--- config.mk ---
export PLATFORM = sky130hd
export DESIGN_NAME = idli_sqi_arb_m
export DESIGN_NICKNAME = d
export VERILOG_FILES = /design/src/rtl/idli_pkg.sv /design/src/rtl/idli_sqi_arb_m.sv
export SDC_FILE = /design/constraint.sdc
export NUM_CORES = 1
export LEC_CHECK = 0
export CORE_ASPECT_RATIO = 1.4
export CORE_UTILIZATION = 55
export CTS_CLUSTER_DIAMETER = 40
export CTS_CLUSTER_SIZE = 28
export DETAILED_ROUTE_END_ITERATION = 10
export PLACE_DENSITY = 0.84
export SETUP_SLACK_MARGIN = 0.2
export SLEW_MARGIN = 20
export SYNTH_ARGS = -nofsm -noshare
export SYNTH_HDL_FRONTEND = slang
export SYNTH_SLANG_ARGS = --single-unit
--- constraint.sdc ---
create_clock -name i_arb_gck -period 5.4 [get_ports i_arb_gck]
set_clock_uncertainty 0.2 [all_clocks]
set_input_delay 1.08 -clock i_arb_gck [delete_from_list [all_inputs] [get_ports i_arb_gck]]
set_output_delay 1.08 -clock i_arb_gck [all_outputs]
set_load 0.01 [all_outputs]
--- src/rtl/idli_pkg.sv ---
// Shared types and constants for the idli SQI memory channel arbiter.
package idli_pkg;

   typedef enum logic {
      ARB_STATE_SETUP,
      ARB_STATE_DATA
   } arb_state_t;

   typedef enum logic {
      ARB_OWNER_FETCH,
      ARB_OWNER_MEM
   } arb_owner_t;

   // INIT, ADDR and DUMMY periods precede every data period.
   localparam int unsigned ARB_SETUP_PERIODS = 3;

endpackage

--- src/rtl/idli_sqi_arb_m.sv ---
// SQI channel arbiter: sequences fetch streaming and LD/ST accesses on 4-cycle period boundaries.
// Define IDLI_ARB_B2B_EN to grant a waiting mem_req directly at mem done (no fetch word between).
module idli_sqi_arb_m
   import idli_pkg::*;
#(
   parameter logic [15:0] RESET_PC = 16'h0000
) (
   input  logic        i_arb_gck,
   input  logic        i_ctrl_rst_n,
   input  logic        i_arb_last_cycle,
   input  logic        i_arb_fetch_redirect,
   input  logic [15:0] i_arb_fetch_addr,
   output logic        o_arb_fetch_gnt,
   input  logic        i_arb_mem_req,
   input  logic        i_arb_mem_wr,
   input  logic [15:0] i_arb_mem_addr,
   output logic        o_arb_mem_gnt,
   output logic        o_arb_mem_done,
   output logic        o_arb_sqi_restart,
   output logic [15:0] o_arb_sqi_addr,
   output logic        o_arb_sqi_rd,
   output logic        o_arb_owner
);

   localparam logic [1:0] SETUP_LAST = 2'(ARB_SETUP_PERIODS - 1);

   arb_state_t  state_q, state_d;
   arb_owner_t  owner_q, owner_d;
   logic [1:0]  setup_q, setup_d;
   logic [15:0] pc_q, pc_d;
   logic [15:0] addr_q, addr_d;
   logic        rd_q, rd_d;
   logic [15:0] redir_addr;

   assign redir_addr = {i_arb_fetch_addr[15:1], 1'b0};

   always_comb begin
      state_d           = state_q;
      owner_d           = owner_q;
      setup_d           = setup_q;
      pc_d              = pc_q;
      addr_d            = addr_q;
      rd_d              = rd_q;
      o_arb_fetch_gnt   = 1'b0;
      o_arb_mem_gnt     = 1'b0;
      o_arb_mem_done    = 1'b0;
      o_arb_sqi_restart = 1'b0;

      if (i_arb_last_cycle) begin
         unique case (state_q)
            ARB_STATE_SETUP: begin
               if (owner_q == ARB_OWNER_FETCH && i_arb_fetch_redirect) begin
                  o_arb_sqi_restart = 1'b1;
                  addr_d            = redir_addr;
                  rd_d              = 1'b1;
                  pc_d              = redir_addr;
                  setup_d           = 2'd0;
               end else begin
                  // Mem setup cannot be aborted; only remember where fetch resumes.
                  if (i_arb_fetch_redirect) pc_d = redir_addr;
                  if (setup_q == SETUP_LAST) begin
                     state_d = ARB_STATE_DATA;
                     setup_d = 2'd0;
                  end else begin
                     setup_d = setup_q + 2'd1;
                  end
               end
            end
            ARB_STATE_DATA: begin
               if (owner_q == ARB_OWNER_FETCH) begin
                  o_arb_fetch_gnt = 1'b1;
                  pc_d = i_arb_fetch_redirect ? redir_addr : pc_q + 16'd2;
                  if (i_arb_mem_req) begin
                     o_arb_mem_gnt     = 1'b1;
                     o_arb_sqi_restart = 1'b1;
                     addr_d            = i_arb_mem_addr;
                     rd_d              = ~i_arb_mem_wr;
                     owner_d           = ARB_OWNER_MEM;
                     state_d           = ARB_STATE_SETUP;
                  end else if (i_arb_fetch_redirect) begin
                     o_arb_sqi_restart = 1'b1;
                     addr_d            = redir_addr;
                     rd_d              = 1'b1;
                     state_d           = ARB_STATE_SETUP;
                  end
               end else begin
                  o_arb_mem_done    = 1'b1;
                  o_arb_sqi_restart = 1'b1;
                  state_d           = ARB_STATE_SETUP;
                  owner_d           = ARB_OWNER_FETCH;
                  rd_d              = 1'b1;
                  addr_d            = i_arb_fetch_redirect ? redir_addr : pc_q;
                  if (i_arb_fetch_redirect) pc_d = redir_addr;
`ifdef IDLI_ARB_B2B_EN
                  if (i_arb_mem_req) begin
                     o_arb_mem_gnt = 1'b1;
                     addr_d        = i_arb_mem_addr;
                     rd_d          = ~i_arb_mem_wr;
                     owner_d       = ARB_OWNER_MEM;
                  end
`endif
               end
            end
            default: state_d = ARB_STATE_SETUP;
         endcase
      end
   end

   // addr_d/rd_d equal the held values unless a restart is issued this cycle.
   assign o_arb_sqi_addr = addr_d;
   assign o_arb_sqi_rd   = rd_d;
   assign o_arb_owner    = (owner_q == ARB_OWNER_MEM);

   always_ff @(posedge i_arb_gck or negedge i_ctrl_rst_n) begin
      if (!i_ctrl_rst_n) begin
         state_q <= ARB_STATE_SETUP;
         owner_q <= ARB_OWNER_FETCH;
         setup_q <= 2'd0;
         addr_q  <= RESET_PC;
         rd_q    <= 1'b1;
      end else begin
         state_q <= state_d;
         owner_q <= owner_d;
         setup_q <= setup_d;
         addr_q  <= addr_d;
         rd_q    <= rd_d;
      end
   end

   always_ff @(posedge i_arb_gck or negedge i_ctrl_rst_n) begin
      if (!i_ctrl_rst_n) pc_q <= RESET_PC;
      else               pc_q <= pc_d;
   end

endmodule
==> results of run 1 <==
-- flip-flops by register name, summed over array words and instances (netlist names) --
signal / flops
state_q: 1
setup_q: 2
addr_q: 16
o_arb_owner: 1
rd_q: 1
pc_q: 16
-- logic make-up after synthesis --
| group | Yosys count | synth area share, % |
|---|---|---|
| adder cells (fa/ha/maj) | 1 | 0.454 |
| flip-flops | 37 | 33.7 |
| XOR/XNOR | 4 | 1.27 |
| multiplexers | 12 | 4.41 |
| AO/OA/AOI/OAI | 122 | 31.7 |
| buffers and inverters | 47 | 9.67 |
| AND/OR/NAND/NOR | 100 | 18.8 |
-- layer usage --
metal  global-route usage [%]  vias to the layer above  wire (um)
met4                     10.1                        0        146
met2                     53.9                      135       3980
met1                     40.7                     1359       3180
met3                     4.37                       16        547
met5                        0                        -          0
li1                         -                     1326          -
-- cell type report --
class | count | area (um2) | share of cell area, %
tap | 64 | 80.1 | 2.39
clock buffer | 7 | 86.3 | 2.57
multi-input combinational | 239 | 1560 | 46.5
inverter | 17 | 63.8 | 1.90
sequential | 37 | 927 | 27.6
timing repair buffer | 67 | 638 | 19.0
-- critical path: cells and delay by family --
family,cells,cell delay [ps]
buf+inv,3,1990
compound gates,2,270
simple gates,1,280
-- final timing paths --
path	start	end	slack [ps]	depth (start not counted)
max reg2reg	state_q	pc_q[11]	2680	5
max	i_arb_last_cycle	o_arb_sqi_addr[8]	510	6
min in group asynchronous	i_ctrl_rst_n	addr_q[0]	700	1
min reg2reg	pc_q[0]	pc_q[0]	320	1
max in group asynchronous	i_ctrl_rst_n	pc_q[8]	3740	1
min	pc_q[0]	pc_q[0]	320	1
-- power breakdown --
group / switching (mW) / internal (mW) / total (mW) / leakage [nW]
Clock: 0.0997 / 0.101 / 0.201 / 0.0443
Sequential: 0.123 / 0.373 / 0.497 / 0.446
Combinational: 0.316 / 0.337 / 0.654 / 0.852
Total: 0.539 / 0.812 / 1.35 / 1.34
-- cells in the final DEF, fill, tap and decap left out, drive strengths merged, types with 4 or more instances in the layout --
master	netlist	final
a222oi	7	7
mux2i	11	11
nor3	7	7
clkdlybuf4s50	0	56
nor2	22	22
buf	16	11
nor2b	5	5
clkbuf	14	7
o22ai	5	5
o211ai	14	14
nand2	29	29
o21ai	22	22
a22oi	10	10
nor4	4	4
a21oi	22	22
inv	16	16
nand3	11	11
nand4	8	8
dfrtp	36	36
a31oi	5	5
a221o	4	4
==> run_results.csv, run 1 <==
group,metric,value,unit
status,status,"finished clean",
clocking,post_cts_resized,0,
synth,netlist_instances,323,
placed_design,place_ws,602,ps
critical_path,arrival,3610,ps
route,first_iter_violations,299,
route,post-route-drc-count,0,
grt,antenna_found_initial,0,
synth,avgSynthCellArea,8.53,um2
sta,drv_slew,0,
min_path,hold_class,"reg -> reg",
clocking,clock_sinks,37,
route,first_pass_iters,8,
placed_design,port_buffers,58,
clocking,cts_made_buffers,5,
power,ir_drop,242,uV
run,maxCapViolations,0,
critical_path,startpoint_type,"primary input",
power,p_leak,1.34,nW
sta,setup_slack,508,ps
finish,fill_cells,384,
floorplanning,initial_core_util,56.9,%
synth,synth_nets,362,
sta,hold_violations,0,
route,via_per_inst,6.58,
clocking,clock_latency,290,ps
critical_path,cp_common_cell,"clkdlybuf4s50_1",
synth,synth.most_common_cell,"dfrtp_1",
route,vias,2836,
sta,hold_ws,324,ps
floorplanning,die_y,85.7,um
placed_design,place.detailed.hpwl,5400,um
grt,grt_pass1_vias,2682,
finish,n_antenna_cell,0,
floorplanning,die-area,5300,um2
finish,final_area,3360,um2
grt,overflow,0,
clocking,clk_pin_slew,80,ps
placed_design,dpl_cell_area,3270,um2
synth,ys_top_cells_by_area,"dfrtp_1 (33%), a21oi_1 (4.0%), mux2i_1 (4.0%)",
route,drt-wirelength-per-cell,18.2,um
clocking,cts-hold-fix-buffers,0,
synth,syn_area,2760,um2
synth,synth-seq-cells,37,
sta,period_minus_slack,4890,ps
floorplanning,die_x,61.8,um
route,postRouteAntennaNets,0,
floorplanning,pin_count,60,
clocking,cts_htree_levels,2,
clocking,cts_root_buf,"clkbuf_8",
finish,fin_nets,406,
sta,finalCritPeriodShare,90.6,%
finish,post-route-util,69.3,%
sta,slew_headroom,41.6,%
sta,grt_setup_unrepaired,"no",
grt,grt_pass1_wl,12800,um
critical_path,critPathKind,"in -> out",
synth,synth_top_area_cell,"dfrtp_1",
sta,setup_violations,0,
finish,drive_above_1_share,7.63,%
critical_path,worst_ep_required_time,4120,ps
grt,grt_max_degree,38,
synth,synth_top_area_share,32.7,%
placed_design,dp_cells,424,
synth,yosysWarnings,0,
synth,ys_top_cells_by_count,"dfrtp_1 (36), nand2_1 (27), a21oi_1 (22), nor2_1 (22), o21ai_0 (21)",
clocking,cts.path.max_buffers,2,
sta,worstMarginPinSlew,876,ps
clocking,post_cts_buffers,0,
finish,syn2layout_area_growth,21.8,%
floorplanning,fp-row-count,30,
critical_path,critPathMaxStageDelay,930,ps
clocking,cts_tree,"yes",
placed_design,place.gp.congestion,0.974,
synth,synth_cell_type_count,62,
synth,ys_async_sr_fraction,100,%
sta,finalSetupTns,0,ps
power,fin_total_pwr,1.35,mW
synth,ys.flop_type,"dfrtp_1",
critical_path,worst-path-max-fanout,16,
critical_path,endpoint_kind,"primary output",
power,powerDensity,403,nW/um2
floorplanning,core_region_area,4840,um2
synth,synth_edf_count,0,
route,wl,7850,um
critical_path,slowest_stage,"clkdlybuf4s50_1",
grt,groute.usage.overall,31.8,%
sta,max_freq,204,MHz
synth,ys_seq_area_share,33.7,%
critical_path,crit_chain,"clkdlybuf4s50_1 > nand3b_1 > inv_1 > a22oi_1 > o21ai_0 > clkdlybuf4s50_1",
finish,fin_cells,431,
Power figures use the tool's default switching activity.
==> inputs of run 2 (changes only) <==
--- a/config.mk
+++ b/config.mk
@@ -10,7 +10,8 @@
 export CTS_CLUSTER_DIAMETER = 40
 export CTS_CLUSTER_SIZE = 28
 export DETAILED_ROUTE_END_ITERATION = 10
-export PLACE_DENSITY = 0.84
+export PLACE_DENSITY = 0.93
+export RECOVER_POWER = 25
 export SETUP_SLACK_MARGIN = 0.2
 export SLEW_MARGIN = 20
 export SYNTH_ARGS = -nofsm -noshare
==> run 2 against run 1 <==
The flow now finishes with violations (capacitance limit, slew limit). Maximum frequency is essentially flat. Combinational power grew 1%. Via count grew 3.1%. Wire length grew 0.60%. Critical path depth grew 1. Critical endpoint is now o_arb_sqi_addr[6]. Sequential share of layout area shrank 0.27 points. Clock power grew 25%. Largest power group unchanged. Cell area grew 1.1%. Worst hold slack lost 17 ps. First-iteration DRC count grew 13%. Global-route usage grew 0.57 points. Flip-flop and latch count is the same.
==> run_results.csv, run 2 (synthesis gave the netlist of run 1 again) <==
group,metric,value,unit
status,status,"complete, but fails checks",
status,violations,"capacitance limit, slew limit",
critical_path,r2r_end,"pc_q[11]",
clocking,post_cts_resized,0,
critical_path,arrival,3610,ps
clocking,clk_pin_slew,70,ps
grt,grt_pass1_vias,2713,
critical_path,r2r_setup_slack,2970,ps
critical_path,endpoint_kind,"primary output",
route,first_iter_violations,338,
critical_path,worst_ep_required_time,4120,ps
min_path,hold_class,"reg -> reg",
finish,final_cell_mix,"clkdlybuf4s50_1 (56), dfrtp_1 (35), nand2_1 (27)",
route,post-route-drc-count,0,
critical_path,cpLargestDelayFamily,"buffers and inverters",
route,first_pass_iters,5,
sta,setup_violations,0,
sta,drv_slew,38,
grt,grt_pass1_wl,13000,um
sta,hold_violations,0,
route,via_per_inst,6.76,
sta,period_minus_slack,4890,ps
clocking,cts.path.max_buffers,2,
critical_path,cp_num_cells,7,
min_path,hold_depth,2,
sta,worstMarginPinSlew,2100,ps
clocking,cts_made_buffers,5,
placed_design,place.gp.congestion,0.959,
placed_design,dpl_cell_area,3280,um2
floorplanning,die_x,61.8,um
route,wl,7900,um
critical_path,critPathKind,"in -> out",
critical_path,reg2reg_depth,4,
grt,antenna_found_initial,0,
power,ir_drop,251,uV
min_path,hold_start,"rd_q",
placed_design,place.detailed.hpwl,5460,um
min_path,min_to,"rd_q",
sta,grt_setup_unrepaired,"no",
clocking,clock_latency,290,ps
finish,syn2layout_area_growth,23.2,%
floorplanning,core_region_area,4840,um2
clocking,clock_sinks,37,
placed_design,port_buffers,58,
grt,groute.usage.overall,32.4,%
critical_path,worst-path-max-fanout,17,
clocking,cts_htree_levels,2,
floorplanning,initial_core_util,56.9,%
sta,setup_slack,509,ps
placed_design,place_ws,559,ps
sta,max_freq,204,MHz
finish,n_antenna_cell,0,
route,drt-wirelength-per-cell,18.2,um
grt,grt_max_degree,40,
sta,slew_headroom,-40.2,%
critical_path,startpoint_type,"primary input",
finish,post-route-util,70.1,%
floorplanning,fp-row-count,30,
finish,top_regs,"addr_q: 16 flops, pc_q: 16 flops, setup_q: 2 flops",
critical_path,crit_chain,"clkdlybuf4s50_1 > buf_4 > and2_1 > and2_1 > a222oi_1 > nand2_1 > clkdlybuf4s50_1",
finish,drive_above_1_share,8.13,%
grt,overflow,0,
finish,fin_nets,407,
sta,finalCritPeriodShare,90.6,%
floorplanning,die-area,5300,um2
power,p_leak,1.36,nW
clocking,post_cts_buffers,0,
critical_path,r2r-start,"state_q",
run,maxCapViolations,1,
critical_path,cp.buffers_inverters,3,
route,vias,2925,
finish,final_common_cell,"clkdlybuf4s50_1",
sta,finalSetupTns,0,ps
critical_path,critPathMaxStageDelay,850,ps
clocking,cts_root_buf,"clkbuf_8",
route,postRouteAntennaNets,0,
finish,final_area,3390,um2
power,powerDensity,415,nW/um2
floorplanning,pin_count,60,
clocking,cts_tree,"yes",
critical_path,slowest_stage,"clkdlybuf4s50_1",
clocking,cts-hold-fix-buffers,0,
finish,fill_cells,369,
floorplanning,die_y,85.7,um
-- run 2: changes by cell type in the layout (fill, tap and decap cells not counted), sizes merged --
cell,previous run,this run
clkbuf,7,8
bufinv,0,1
-- run 2: area by class of cell --
class / count / area [um2] / share of cell area [%]
multi-input cells: 239 / 1560 / 46.0
flip-flops and latches: 37 / 928 / 27.3
repair buffers: 68 / 644 / 19.0
clock buffers: 7 / 86.3 / 2.54
well taps: 64 / 80.1 / 2.36
inverters: 17 / 63.8 / 1.88
clock inverters: 1 / 30.0 / 0.885
-- run 2: layer usage --
layer	track usage [%]	up-vias	routed length, um
met5	0	-	0
met4	15.8	0	283
met3	6.64	29	715
met2	50.7	184	3930
met1	41.5	1390	2970
li1	-	1322	-
-- run 2: power by group --
part | leakage (nW) | total [mW] | switching, mW | internal [mW]
logic | 0.854 | 0.662 | 0.325 | 0.337
registers | 0.444 | 0.495 | 0.121 | 0.374
clock network | 0.0585 | 0.252 | 0.101 | 0.151
total | 1.36 | 1.41 | 0.547 | 0.862
-- run 2: per-stage QoR --
stage	std cells	total power, mW	hold slack, ps
after CTS	433	1.40	309
after global routing	433	1.49	326
after detailed placement	425	1.15	286
after global placement	425	1.12	273
final	433	1.41	307
after floorplan	323	0.893	255
-- run 2: worst register-to-register path, cell delays in order (launching register included) --
cell and delay, ps:
dfrtp_2 760, nor2b_1 540, o21ai_0 300, a22oi_1 330, o21ai_0 160
-- run 2: how the worst max path moves through the flow --
stage / start / to / slack (ps)
after floorplan: i_arb_fetch_redirect / o_arb_sqi_addr[11] / 1990
final: i_arb_last_cycle / o_arb_sqi_addr[6] / 510
after global placement: i_arb_last_cycle / o_arb_sqi_addr[6] / 610
after global routing: i_arb_last_cycle / o_arb_sqi_addr[6] / 360
after detailed placement: i_arb_last_cycle / o_arb_sqi_addr[6] / 560
after CTS: i_arb_last_cycle / o_arb_sqi_addr[6] / 540
